**src/rtl/ct_spsram_2048x32_ctrl_pkg.sv**
```systemverilog
// Shared widths, FIFO sizing and FSM encoding for the 2048x32 SRAM controller.
package ct_spsram_2048x32_ctrl_pkg;

  localparam int unsigned SRAM_ADDR_W    = 11;
  localparam int unsigned SRAM_DATA_W    = 32;
  localparam int unsigned RSP_FIFO_DEPTH = 2;
  localparam int unsigned RSP_FIFO_PTR_W = $clog2(RSP_FIFO_DEPTH);
  localparam int unsigned RSP_FIFO_CNT_W = $clog2(RSP_FIFO_DEPTH + 1);

  typedef enum logic {
    ST_INIT = 1'b0,
    ST_RUN  = 1'b1
  } ctrl_state_e;

endpackage

```
**src/rtl/ct_spsram_ctrl_rsp_fifo.sv**
```systemverilog
// Two-entry read-response FIFO; head is presented combinationally from storage.
module ct_spsram_ctrl_rsp_fifo
  import ct_spsram_2048x32_ctrl_pkg::*;
#(
  parameter int unsigned DATA_WIDTH = SRAM_DATA_W
) (
  input  logic                      clk,
  input  logic                      rst_n,
  input  logic                      push_i,
  input  logic [DATA_WIDTH-1:0]     wdata_i,
  input  logic                      pop_i,
  output logic [DATA_WIDTH-1:0]     rdata_o,
  output logic [RSP_FIFO_CNT_W-1:0] count_o
);

  logic [DATA_WIDTH-1:0]     mem_q [RSP_FIFO_DEPTH];
  logic [RSP_FIFO_PTR_W-1:0] wr_ptr_q;
  logic [RSP_FIFO_PTR_W-1:0] rd_ptr_q;
  logic [RSP_FIFO_CNT_W-1:0] cnt_q;

  // Storage, pointers and occupancy; reset empties the FIFO and zeroes the head.
  always_ff @(posedge clk or negedge rst_n) begin
    if (!rst_n) begin
      for (int unsigned i = 0; i < RSP_FIFO_DEPTH; i++) mem_q[i] <= '0;
      wr_ptr_q <= '0;
      rd_ptr_q <= '0;
      cnt_q    <= '0;
    end else begin
      if (push_i) begin
        mem_q[wr_ptr_q] <= wdata_i;
        wr_ptr_q        <= wr_ptr_q + RSP_FIFO_PTR_W'(1);
      end
      if (pop_i) rd_ptr_q <= rd_ptr_q + RSP_FIFO_PTR_W'(1);
      cnt_q <= cnt_q + RSP_FIFO_CNT_W'(push_i) - RSP_FIFO_CNT_W'(pop_i);
    end
  end

  assign rdata_o = mem_q[rd_ptr_q];
  assign count_o = cnt_q;

endmodule

```
**src/rtl/ct_spsram_2048x32_ctrl.sv**
```systemverilog
// Single-port SRAM controller: clear sweep after reset/clear, then byte-masked
// writes and pipelined reads with a 2-entry response FIFO.
module ct_spsram_2048x32_ctrl
  import ct_spsram_2048x32_ctrl_pkg::*;
#(
  parameter int unsigned          ADDR_WIDTH = SRAM_ADDR_W,
  parameter int unsigned          DATA_WIDTH = SRAM_DATA_W,
  parameter logic [DATA_WIDTH-1:0] INIT_VAL  = DATA_WIDTH'(32'h0)
) (
  input  logic                    forever_cpuclk,
  input  logic                    cpurst_b,
  input  logic                    req_vld,
  input  logic                    req_wr,
  input  logic [ADDR_WIDTH-1:0]   req_addr,
  input  logic [DATA_WIDTH-1:0]   req_wdata,
  input  logic [DATA_WIDTH/8-1:0] req_be,
  output logic                    req_rdy,
  output logic                    rsp_vld,
  output logic [DATA_WIDTH-1:0]   rsp_rdata,
  input  logic                    rsp_rdy,
  input  logic                    clr_vld,
  output logic                    init_done,
  output logic [ADDR_WIDTH-1:0]   A,
  output logic                    CEN,
  output logic                    GWEN,
  output logic [DATA_WIDTH-1:0]   WEN,
  output logic [DATA_WIDTH-1:0]   D,
  input  logic [DATA_WIDTH-1:0]   Q
);

  localparam int unsigned BE_W  = DATA_WIDTH / 8;
  localparam int unsigned OCC_W = RSP_FIFO_CNT_W + 1;

  ctrl_state_e               state_q, state_d;
  logic [ADDR_WIDTH-1:0]     ptr_q, ptr_d;
  logic                      inflight_q, inflight_d;
  logic [RSP_FIFO_CNT_W-1:0] fifo_cnt;
  logic [DATA_WIDTH-1:0]     fifo_rdata;
  logic                      rsp_pop;
  logic                      rd_room;

  assign rsp_vld   = (fifo_cnt != '0);
  assign rsp_rdata = fifo_rdata;
  assign rsp_pop   = rsp_vld & rsp_rdy;
  // A read may issue only if its response has a guaranteed FIFO slot.
  assign rd_room   = (OCC_W'(fifo_cnt) + OCC_W'(inflight_q) - OCC_W'(rsp_pop))
                     < OCC_W'(RSP_FIFO_DEPTH);

  // State, sweep pointer and read-inflight registers.
  always_ff @(posedge forever_cpuclk or negedge cpurst_b) begin
    if (!cpurst_b) begin
      state_q    <= ST_INIT;
      ptr_q      <= '0;
      inflight_q <= 1'b0;
    end else begin
      state_q    <= state_d;
      ptr_q      <= ptr_d;
      inflight_q <= inflight_d;
    end
  end

  // Next-state and SRAM port drive; port is idle-valued while in reset.
  always_comb begin
    state_d    = state_q;
    ptr_d      = ptr_q;
    inflight_d = 1'b0;
    req_rdy    = 1'b0;
    init_done  = 1'b0;
    CEN        = 1'b1;
    GWEN       = 1'b1;
    WEN        = '1;
    A          = '0;
    D          = '0;
    if (cpurst_b) begin
      case (state_q)
        ST_INIT: begin
          CEN   = 1'b0;
          GWEN  = 1'b0;
          WEN   = '0;
          A     = ptr_q;
          D     = INIT_VAL;
          ptr_d = ptr_q + ADDR_WIDTH'(1);
          if (ptr_q == '1) state_d = ST_RUN;
        end
        ST_RUN: begin
          init_done = 1'b1;
          req_rdy   = req_wr | rd_room;
          if (req_vld && req_rdy) begin
            CEN = 1'b0;
            A   = req_addr;
            if (req_wr) begin
              GWEN = 1'b0;
              D    = req_wdata;
              for (int unsigned i = 0; i < BE_W; i++) WEN[8*i +: 8] = {8{~req_be[i]}};
            end else begin
              inflight_d = 1'b1;
            end
          end
          // Clear is honoured only when no read data is still owed to the consumer.
          if (clr_vld && !inflight_q && (fifo_cnt == '0)) begin
            state_d = ST_INIT;
            ptr_d   = '0;
          end
        end
        default: state_d = ST_INIT;
      endcase
    end
  end

  ct_spsram_ctrl_rsp_fifo #(
    .DATA_WIDTH (DATA_WIDTH)
  ) u_rsp_fifo (
    .clk     (forever_cpuclk),
    .rst_n   (cpurst_b),
    .push_i  (inflight_q),
    .wdata_i (Q),
    .pop_i   (rsp_pop),
    .rdata_o (fifo_rdata),
    .count_o (fifo_cnt)
  );

endmodule

```
**config.mk**
```make
export PLATFORM = sky130hd
export DESIGN_NAME = ct_spsram_2048x32_ctrl
export DESIGN_NICKNAME = d
export VERILOG_FILES = /design/src/rtl/ct_spsram_2048x32_ctrl_pkg.sv /design/src/rtl/ct_spsram_ctrl_rsp_fifo.sv /design/src/rtl/ct_spsram_2048x32_ctrl.sv
export SDC_FILE = /design/constraint.sdc
export NUM_CORES = 1
export LEC_CHECK = 0
export CAP_MARGIN = 20
export CORE_MARGIN = 3
export CORE_UTILIZATION = 45
export DETAILED_ROUTE_END_ITERATION = 8
export GPL_TIMING_DRIVEN = 0
export PLACE_DENSITY = 0.9
export SLEW_MARGIN = 20
export SYNTH_ARGS = -nofsm -noshare
export SYNTH_HDL_FRONTEND = slang
export SYNTH_SLANG_ARGS = --single-unit
```
**constraint.sdc**
```tcl
create_clock -name forever_cpuclk -period 7.18 [get_ports forever_cpuclk]
set_clock_uncertainty 0.1 [all_clocks]
set_input_delay 0.718 -clock forever_cpuclk [delete_from_list [all_inputs] [get_ports forever_cpuclk]]
set_output_delay 0.718 -clock forever_cpuclk [all_outputs]
set_load 0.01 [all_outputs]
```
Word-level counts from Yosys, hierarchy flattened. Index checks and enable logic that the tools add are counted.

Register bits: 81. Input bits: 85. Output and inout port bits: 112. Word-level logic and storage cells: 74.

Add/sub/neg operators: 7. Magnitude comparators: 4. Eq/ne operators: 2. Muxes and demuxes: 36. Bitwise operators: 9. Reduce and logical (&&, ||, !) cells: 8.

Operator list (number): $mux W32 (10); $pmux W32 S2 (2); $bwmux W64 (1); $pmux W11 S2 (2); $mux W11 (3); $demux W32 S1 (1); $mux W1 (14); $add A11 B1 Y11 const B (1); $eq A11 B11 Y1 const B (1); $pmux W1 S2 (3); $not A1 Y1 (5); $ge A2 B2 Y1 const B (2); $logic_and A1 B1 Y1 (4); $not A1 Y2 (2); $add A2 B1 Y3 (1); $lt A3 B2 Y1 const B (1); $sub A3 B1 Y3 (1); $add A1 B1 Y1 const B (2); $add A2 B1 Y2 (1); $logic_not A2 Y1 (1); $lt A2 B1 Y1 const B (1); $ne A2 B1 Y1 const B (1); $reduce_and A2 Y1 (1); $reduce_bool A2 Y1 (1); other kinds (4) (4).

Depth between registers and ports, before layout. Gate-level depths: netlist (run 1).

Depth in word-level cells: 9. Mapped depth: 12. Gate-level depth less buffers: 11.

By module. Synthesis (run 1) repeated with hierarchy kept, for this count alone.

Cell total of the unflattened synthesis: 358. Area, all modules: 4381.7 um^2.

By module, submodules not included: ct_spsram_ctrl_rsp_fifo (times used 1, cells an instance 185, area each 2974.1 um^2); ct_spsram_2048x32_ctrl (times used 1, cells an instance 173, area each 1407.6 um^2).

Worst setup path before layout (run 1). No wires, ideal clock.

Path type: flip-flop to output port. From: register u_rsp_fifo.cnt_q[1] (netlist: u_rsp_fifo.count_o[1]). To: output port A[2]. Arrival time: 2750 ps. Required time: 6362 ps. Path slack: 3612 ps. Stages on the path, launching flop included: 13. Path buffers: 1. Path through: dfrtp_1 or2_2 and2_1 ha_1 inv_1 ha_1 inv_1 fa_1 xnor2_1 a21oi_1 nor2b_1 clkbuf_1 a32o_1.

Word-level cells in the longest chain between the ends: 9.

Ends and longest elaborated chain: start: declaration (line ct_spsram_ctrl_rsp_fifo.sv:19) `logic [RSP_FIFO_CNT_W-1:0] cnt_q;`; start signal: assignment (line ct_spsram_ctrl_rsp_fifo.sv:34) `cnt_q <= cnt_q + RSP_FIFO_CNT_W'(push_i) - RSP_FIFO_CNT_W'(pop_i);`; $reduce_bool A2 Y1 (line ct_spsram_2048x32_ctrl.sv:42) `assign rsp_vld = (fifo_cnt != '0);`; via rsp_vld (line ct_spsram_2048x32_ctrl.sv:18) `output logic rsp_vld,`; $and A1 B1 Y1 (line ct_spsram_2048x32_ctrl.sv:44) `assign rsp_pop = rsp_vld & rsp_rdy;`; via rsp_pop (line ct_spsram_2048x32_ctrl.sv:39) `logic rsp_pop;`; $sub A3 B1 Y3 (line ct_spsram_2048x32_ctrl.sv:46) `assign rd_room = (OCC_W'(fifo_cnt) + OCC_W'(inflight_q) - OCC_W'(rsp_pop))`; $lt A3 B2 Y1 (line ct_spsram_2048x32_ctrl.sv:47) `< OCC_W'(RSP_FIFO_DEPTH);`; $or A1 B1 Y1 (line ct_spsram_2048x32_ctrl.sv:87) `req_rdy = req_wr | rd_room;`; $logic_and A1 B1 Y1 (line ct_spsram_2048x32_ctrl.sv:88) `if (req_vld && req_rdy) begin`; $mux W11 (line ct_spsram_2048x32_ctrl.sv:88); $pmux W11 S2 (line ct_spsram_2048x32_ctrl.sv:75) `case (state_q)`; $mux W11 (line ct_spsram_2048x32_ctrl.sv:74) `if (cpurst_b) begin`; end: declaration (line ct_spsram_2048x32_ctrl.sv:23) `output logic [ADDR_WIDTH-1:0] A,`.

The timed path passes the listed nets, and every way through them passes these cells.

Final worst setup path (run 1).
From: register u_rsp_fifo.cnt_q[1] (netlist: u_rsp_fifo.count_o[1]). To: output port A[8].

Word-level cells in the longest chain between the ends: 9.

Ends and longest elaborated chain (line): $reduce_bool A2 Y1 (ct_spsram_2048x32_ctrl.sv:42); $and A1 B1 Y1 (ct_spsram_2048x32_ctrl.sv:44); via rsp_pop (ct_spsram_2048x32_ctrl.sv:39); $sub A3 B1 Y3 (ct_spsram_2048x32_ctrl.sv:46); $lt A3 B2 Y1 (ct_spsram_2048x32_ctrl.sv:47); $or A1 B1 Y1 (ct_spsram_2048x32_ctrl.sv:87); $logic_and A1 B1 Y1 (ct_spsram_2048x32_ctrl.sv:88); $mux W11 (ct_spsram_2048x32_ctrl.sv:88); $pmux W11 S2 (ct_spsram_2048x32_ctrl.sv:75); $mux W11 (ct_spsram_2048x32_ctrl.sv:74).

The timed path passes the listed nets, and every way through them passes these cells.

==> results.yml, run 1 <==
grt:
  grt_overflow: 0
  grt_pass1_vias: 3732
  grt_max_degree: 58
  antenna_found_initial: 0
  track_usage_pct: 22.0
  grt_pass1_wl_mm: 18.1
worst_setup_path:
  worstSetupPathType: "flop to output port"
  arrival_ns: 3.92
  rr_worst_depth: 12
  end_kind: "output port"
  rrSetupSlack_ns: 3.95
  worstPathMaxFanout: 10
  start_kind: "flop"
  crit_required_ns: 6.36
  rr_startpoint: "u_rsp_fifo.count_o[1]"
  r2r-end: "inflight_q"
route:
  first_pass_iters: 4
  wire_per_inst_um: 17.2
  route.met3.wl_um: 870
  num_vias: 3420
  drc_errors: 0
  wl_met1_mm: 4.14
  routed-wl-met2_mm: 6.14
  topRoutingLayerUsed: "met4"
  ant_nets: 0
  routed_wl_mm: 11.4
  vias_per_cell: 5.16
  drtIter0Drc: 95
timing:
  setup_viol: 0
  slew_violations: 0
  relSlewSlack_pct: 47.4
  max_freq_mhz: 211
  hold_violations: 0
  finalCritPeriodShare_pct: 66.0
  fin_setup_tns_ns: 0
  rsz0062_at_grt: "no"
  worst_slew_pin_slew_ns: 0.780
  finalCriticalPeriod_ns: 4.74
placed_design:
  numPortBuffers: 196
  dp.final_hpwl_mm: 8.91
  place_congestion: 0.826
clocking:
  clock_sinks: 81
  clk_path_buf_depth: 2
  h-tree-depth: 3
  cts_hold_buf: 0
  cts_tree: "yes"
  clk_pin_slew_ns: 0.09
  cts_resized: 0
  post_cts_buffers: 0
  root_buffer: "clkbuf_8"
  clk_latency_ns: 0.34
  cts_buffers: 9
final_layout:
  area_growth_pct: 56.2
  n_fill_cell: 612
  final_layout_size_suffix_gt1_share_pct: 26.5
  layout.nets: 639
  antenna_cells: 0
flow_run:
  cap_violations: 0
floorplan:
  die_y_um: 102
  die_x_um: 102
  core_um2: 8850
  die_area_um2: 10500
  start_util_pct: 47.2
  ios: 197
  rows: 34
logic_synthesis:
  synth_nets: 431
  syn_area_um2: 4180
  synth_top_cell_by_area: "dfrtp_1"
  syn-instance-count: 342
  ys_ff_latch: 81
  synth.top_cell.area_share_pct: 48.5
  synthTopCellsByArea: "dfrtp_1 (49%), mux2_2 (26%), buf_4 (5.0%), and2_1 (4.9%), a32o_1 (2.6%)"
  yosysSeqAreaShare_pct: 48.5
  ys_types: 33
  yosys_warnings: 0
  syn_avg_cell_area_um2: 12.2
power:
  irDropWorstVdd_uv: 203
  p_leak_nw: 2.72
  p_per_area_nw_per_um2: 368
  power_w: 0.00240
run_status:
  status: "completed"
hold_path:
  hold_class: "primary input to async pin"
cells in the final DEF, fill, tap and decap left out, types with 6 or more instances in the layout:
master             n
clkdlybuf4s50_1  195
buf_1              6
nand2_1            6
a21oi_1            6
and2_1            33
o21ai_0            8
clkbuf_1          12
inv_1             10
dfrtp_1           81
a32o_1            11
mux2_2            97
clkbuf_8           9
buf_4             29
nor2_1             7
routing by layer:
layer	track usage, %	up-vias
met2	41.1	136
met1	23.5	1665
met5	0	-
li1	-	1598
met4	7.57	0
met3	6.35	21
through the flow:
step           util, %  instance area, um2  std cells  setup slack (ns)  hold WS [ns]
6_report          73.7                6520        663              2.44         0.202
5_1_grt           73.7                6520        663              2.22         0.206
4_1_cts           73.7                6520        663              2.42         0.200
3_5_place_dp      71.2                6300        647              2.48         0.380
3_3_place_gp      70.9                6270        646             0.136         0.377
2_1_floorplan        -                4180        342              3.61         0.322
state kept, by name (all words and copies together), names as in the netlist:
name	flops
u_rsp_fifo.mem_q	64
ptr_q	11
u_rsp_fifo.count_o	2
inflight_q	1
state_q	1
u_rsp_fifo.rd_ptr_q	1
u_rsp_fifo.wr_ptr_q	1
synth_stat cells:
cell type	instances
buf_4	28
a22o_1	1
nand3_1	5
clkbuf_1	12
xor2_1	4
a31o_2	2
xnor2_1	2
a211o_1	1
fa_1	1
nor4b_1	1
dfrtp_1	81
o211ai_1	1
or2_2	1
buf_1	6
or3_1	2
and2_1	33
nor2_1	7
a21oi_1	6
a32o_1	11
nor2b_1	2
nand4_1	2
a211oi_1	1
o2bb2ai_1	1
nand2_1	6
o21ai_0	8
o41ai_1	2
nor3_1	1
mux2_2	97
o221ai_1	2
or4b_4	1
nor3b_1	1
inv_1	10
ha_1	3
cell type report:
class,count,area [um2],share of cell area [%]
Multi-Input combinational cell,205,1840,28.1
Buffer,46,278,4.26
Tap cell,108,135,2.07
Clock inverter,7,100,1.53
Clock buffer,9,124,1.90
Timing Repair Buffer,197,1990,30.5
Sequential cell,81,2030,31.1
Inverter,10,37.5,0.575
kinds of logic after synthesis:
family,Yosys count,share of synthesized area [%]
muxes,97,26.1
DFF,81,48.5
and+or+nand+nor,62,8.60
buffers and inverters,56,7.55
AOI/OAI and AO/OA,36,6.56
xor gates and xnor gates,6,1.26
adders and majority gates,4,1.38
power by group:
group	leakage (nW)	switching (W)	internal, W	total, W
Clock	0.115	0.000171	0.000200	0.000372
Sequential	0.985	0.000120	0.000666	0.000786
Combinational	1.62	0.000468	0.000777	0.00124
worst max-delay path by stage:
| stage | from | to | slack, ns |
|---|---|---|---|
| after floorplan | u_rsp_fifo.count_o[1] | A[2] | 3.61 |
| after global placement | cpurst_b | D[19] | 0.14 |
| after detailed placement | rsp_rdy | A[3] | 2.48 |
| after CTS | u_rsp_fifo.count_o[1] | A[8] | 2.42 |
| after global routing | u_rsp_fifo.count_o[1] | A[4] | 2.22 |
| final | u_rsp_fifo.count_o[1] | A[8] | 2.44 |
critical path: stages (launching register included):
cell and delay, ns:
dfrtp_1 0.45, or2_2 0.34, and2_1 0.21, ha_1 0.28
inv_1 0.06, ha_1 0.13, inv_1 0.04, fa_1 0.37
xnor2_1 0.18, a21oi_1 0.10, nor2b_1 0.24, clkbuf_1 0.40
a32o_1 0.23, clkdlybuf4s50_1 0.55
(Power assumes the default switching activity.)
==> run 2: changes to the inputs <==
CORE_UTILIZATION = 37   (was 45)
PLACE_DENSITY = 0.79   (was 0.9)
clock period = 4.2 ns   (was 7.18 ns; I/O delays follow)
==> run 2 against run 1 <==
Against the previous run:
- critical path depth unchanged
- sequential power increased by 72%
- global-route usage decreased by 3.6 points
- flip-flop and latch count unchanged
- clock power increased by 130%
- first-iteration DRC count increased by 61%
==> results.yml, run 2 (synthesis results as in run 1) <==
run_status:
  status: "completed"
final_layout:
  final_cells: 697
  largest_reg_flops: 64
  stdcell_area_um2: 6710
  antenna_cells: 0
  n_fill_cell: 861
  final_layout_size_suffix_gt1_share_pct: 27.5
  mostFrequentLayoutCells: "clkdlybuf4s50_1 (193), mux2_2 (97), dfrtp_1 (80), and2_1 (33), buf_4 (30)"
  layout.nets: 641
  area_growth_pct: 60.5
  regMostFlops: "u_rsp_fifo.mem_q"
  postLayoutCoreUtil_pct: 61.3
  final_common_cell: "clkdlybuf4s50_1"
grt:
  grt_pass1_wl_mm: 18.8
  grt_pass1_vias: 3761
  grt_max_degree: 58
  track_usage_pct: 18.4
  antenna_found_initial: 0
  grt_overflow: 0
placed_design:
  dp.cells: 679
  dp.final_hpwl_mm: 8.96
  place_congestion: 0.811
  numPortBuffers: 196
  place_area_um2: 6340
  place_ws_ns: 0.0295
timing:
  finalCriticalPeriod_ns: 4.01
  fin_setup_tns_ns: 0
  setup_viol: 0
  max_freq_mhz: 249
  rsz0062_at_grt: "no"
  slew_violations: 0
  worst_slew_pin_slew_ns: 0.808
  hold_violations: 0
  finalCritPeriodShare_pct: 95.5
  relSlewSlack_pct: 45.6
  layout_setup_ws_ns: 0.191
worst_setup_path:
  worstPathMaxFanout: 10
  crit_chain: "or2_2, and2_1, ha_1, inv_1, ha_1, inv_1, fa_1, xnor2_2, a21oi_2, nor2b_2, buf_6, a32o_1, clkdlybuf4s50_1"
  crit_required_ns: 3.68
  rr_worst_depth: 12
  max_stage_delay_ns: 0.48
  start_kind: "flop"
  worstSetupPathType: "flop to output port"
  arrival_ns: 3.49
  crit_path_top_delay_cell: "clkdlybuf4s50_1"
  end_kind: "output port"
  rrSetupSlack_ns: 1.38
route:
  drc_errors: 0
  first_pass_iters: 4
  num_vias: 3432
  routed_wl_mm: 11.6
  vias_per_cell: 4.92
  drtIter0Drc: 153
  ant_nets: 0
  wire_per_inst_um: 16.6
floorplan:
  die_area_um2: 12600
  ios: 197
  die_y_um: 112
  die_x_um: 112
  core_um2: 10900
  start_util_pct: 38.2
  rows: 38
clocking:
  clk_latency_ns: 0.32
  h-tree-depth: 3
  root_buffer: "clkbuf_16"
  cts_buffers: 9
  clk_path_buf_depth: 2
  clk_pin_slew_ns: 0.06
  clock_sinks: 81
  cts_tree: "yes"
flow_run:
  cap_violations: 0
power:
  irDropWorstVdd_uv: 330
  p_per_area_nw_per_um2: 647
  p_leak_nw: 2.80
hold_path:
  hold_depth: 1
  hold_class: "flop to flop"
[run 2: repair_timing]
item,in CTS,in global routing
setup buffers,0,1
setup endpoints to repair,9,8
hold buffers,1,0
gates resized for setup,4,6
hold endpoints to repair,24,0
[run 2: critical path, delay by kind of cell (launching register included)]
family | cells | cell delay [ns]
AOI/OAI and AO/OA | 2 | 0.44
adders and majority gates | 3 | 0.81
xor gates and xnor gates | 1 | 0.16
and+or+nand+nor | 3 | 0.58
buffers and inverters | 4 | 0.71
DFF | 1 | 0.45
[run 2: routing by layer]
metal / track usage [%] / vias up / wire [um]
met1: 20.7 / 1669 / 4370
li1: - / 1602 / -
met2: 34.2 / 146 / 6230
met4: 5.37 / 0 / 193
met3: 4.74 / 15 / 813
met5: 0 / - / 0
[run 2: layout make-up]
type	instances	area (um2)	share of cell area [%]
inverter	10	37.5	0.560
sequential	81	2030	30.2
tap	140	175	2.61
buffer	46	285	4.25
multi-input combinational	205	1850	27.6
clock inverter	7	100	1.49
timing repair buffer	199	2010	29.9
clock buffer	9	225	3.36
[run 2: report_power, final]
part	total, W	internal (W)	switching (W)
Combinational	0.00215	0.00134	0.000802
Sequential	0.00135	0.00114	0.000209
Clock	0.000841	0.000527	0.000315
[run 2: worst paths after layout]
check | from | endpoint
min in group asynchronous | cpurst_b | u_rsp_fifo.mem_q[19]
worst max register to register | u_rsp_fifo.count_o[1] | inflight_q
worst min register to register | u_rsp_fifo.wr_ptr_q | u_rsp_fifo.wr_ptr_q
max in group asynchronous | cpurst_b | u_rsp_fifo.mem_q[60]
worst min-delay path | u_rsp_fifo.wr_ptr_q | u_rsp_fifo.wr_ptr_q
worst max-delay path | u_rsp_fifo.count_o[1] | A[7]
[run 2: stage by stage]
step,total power [W],hold WS (ns)
CTS,0.00436,0.393
detailed placement,0.00350,0.278
global placement,0.00342,0.377
global route,0.00461,0.420
finish,0.00434,0.392
floorplan,0.00244,0.0244
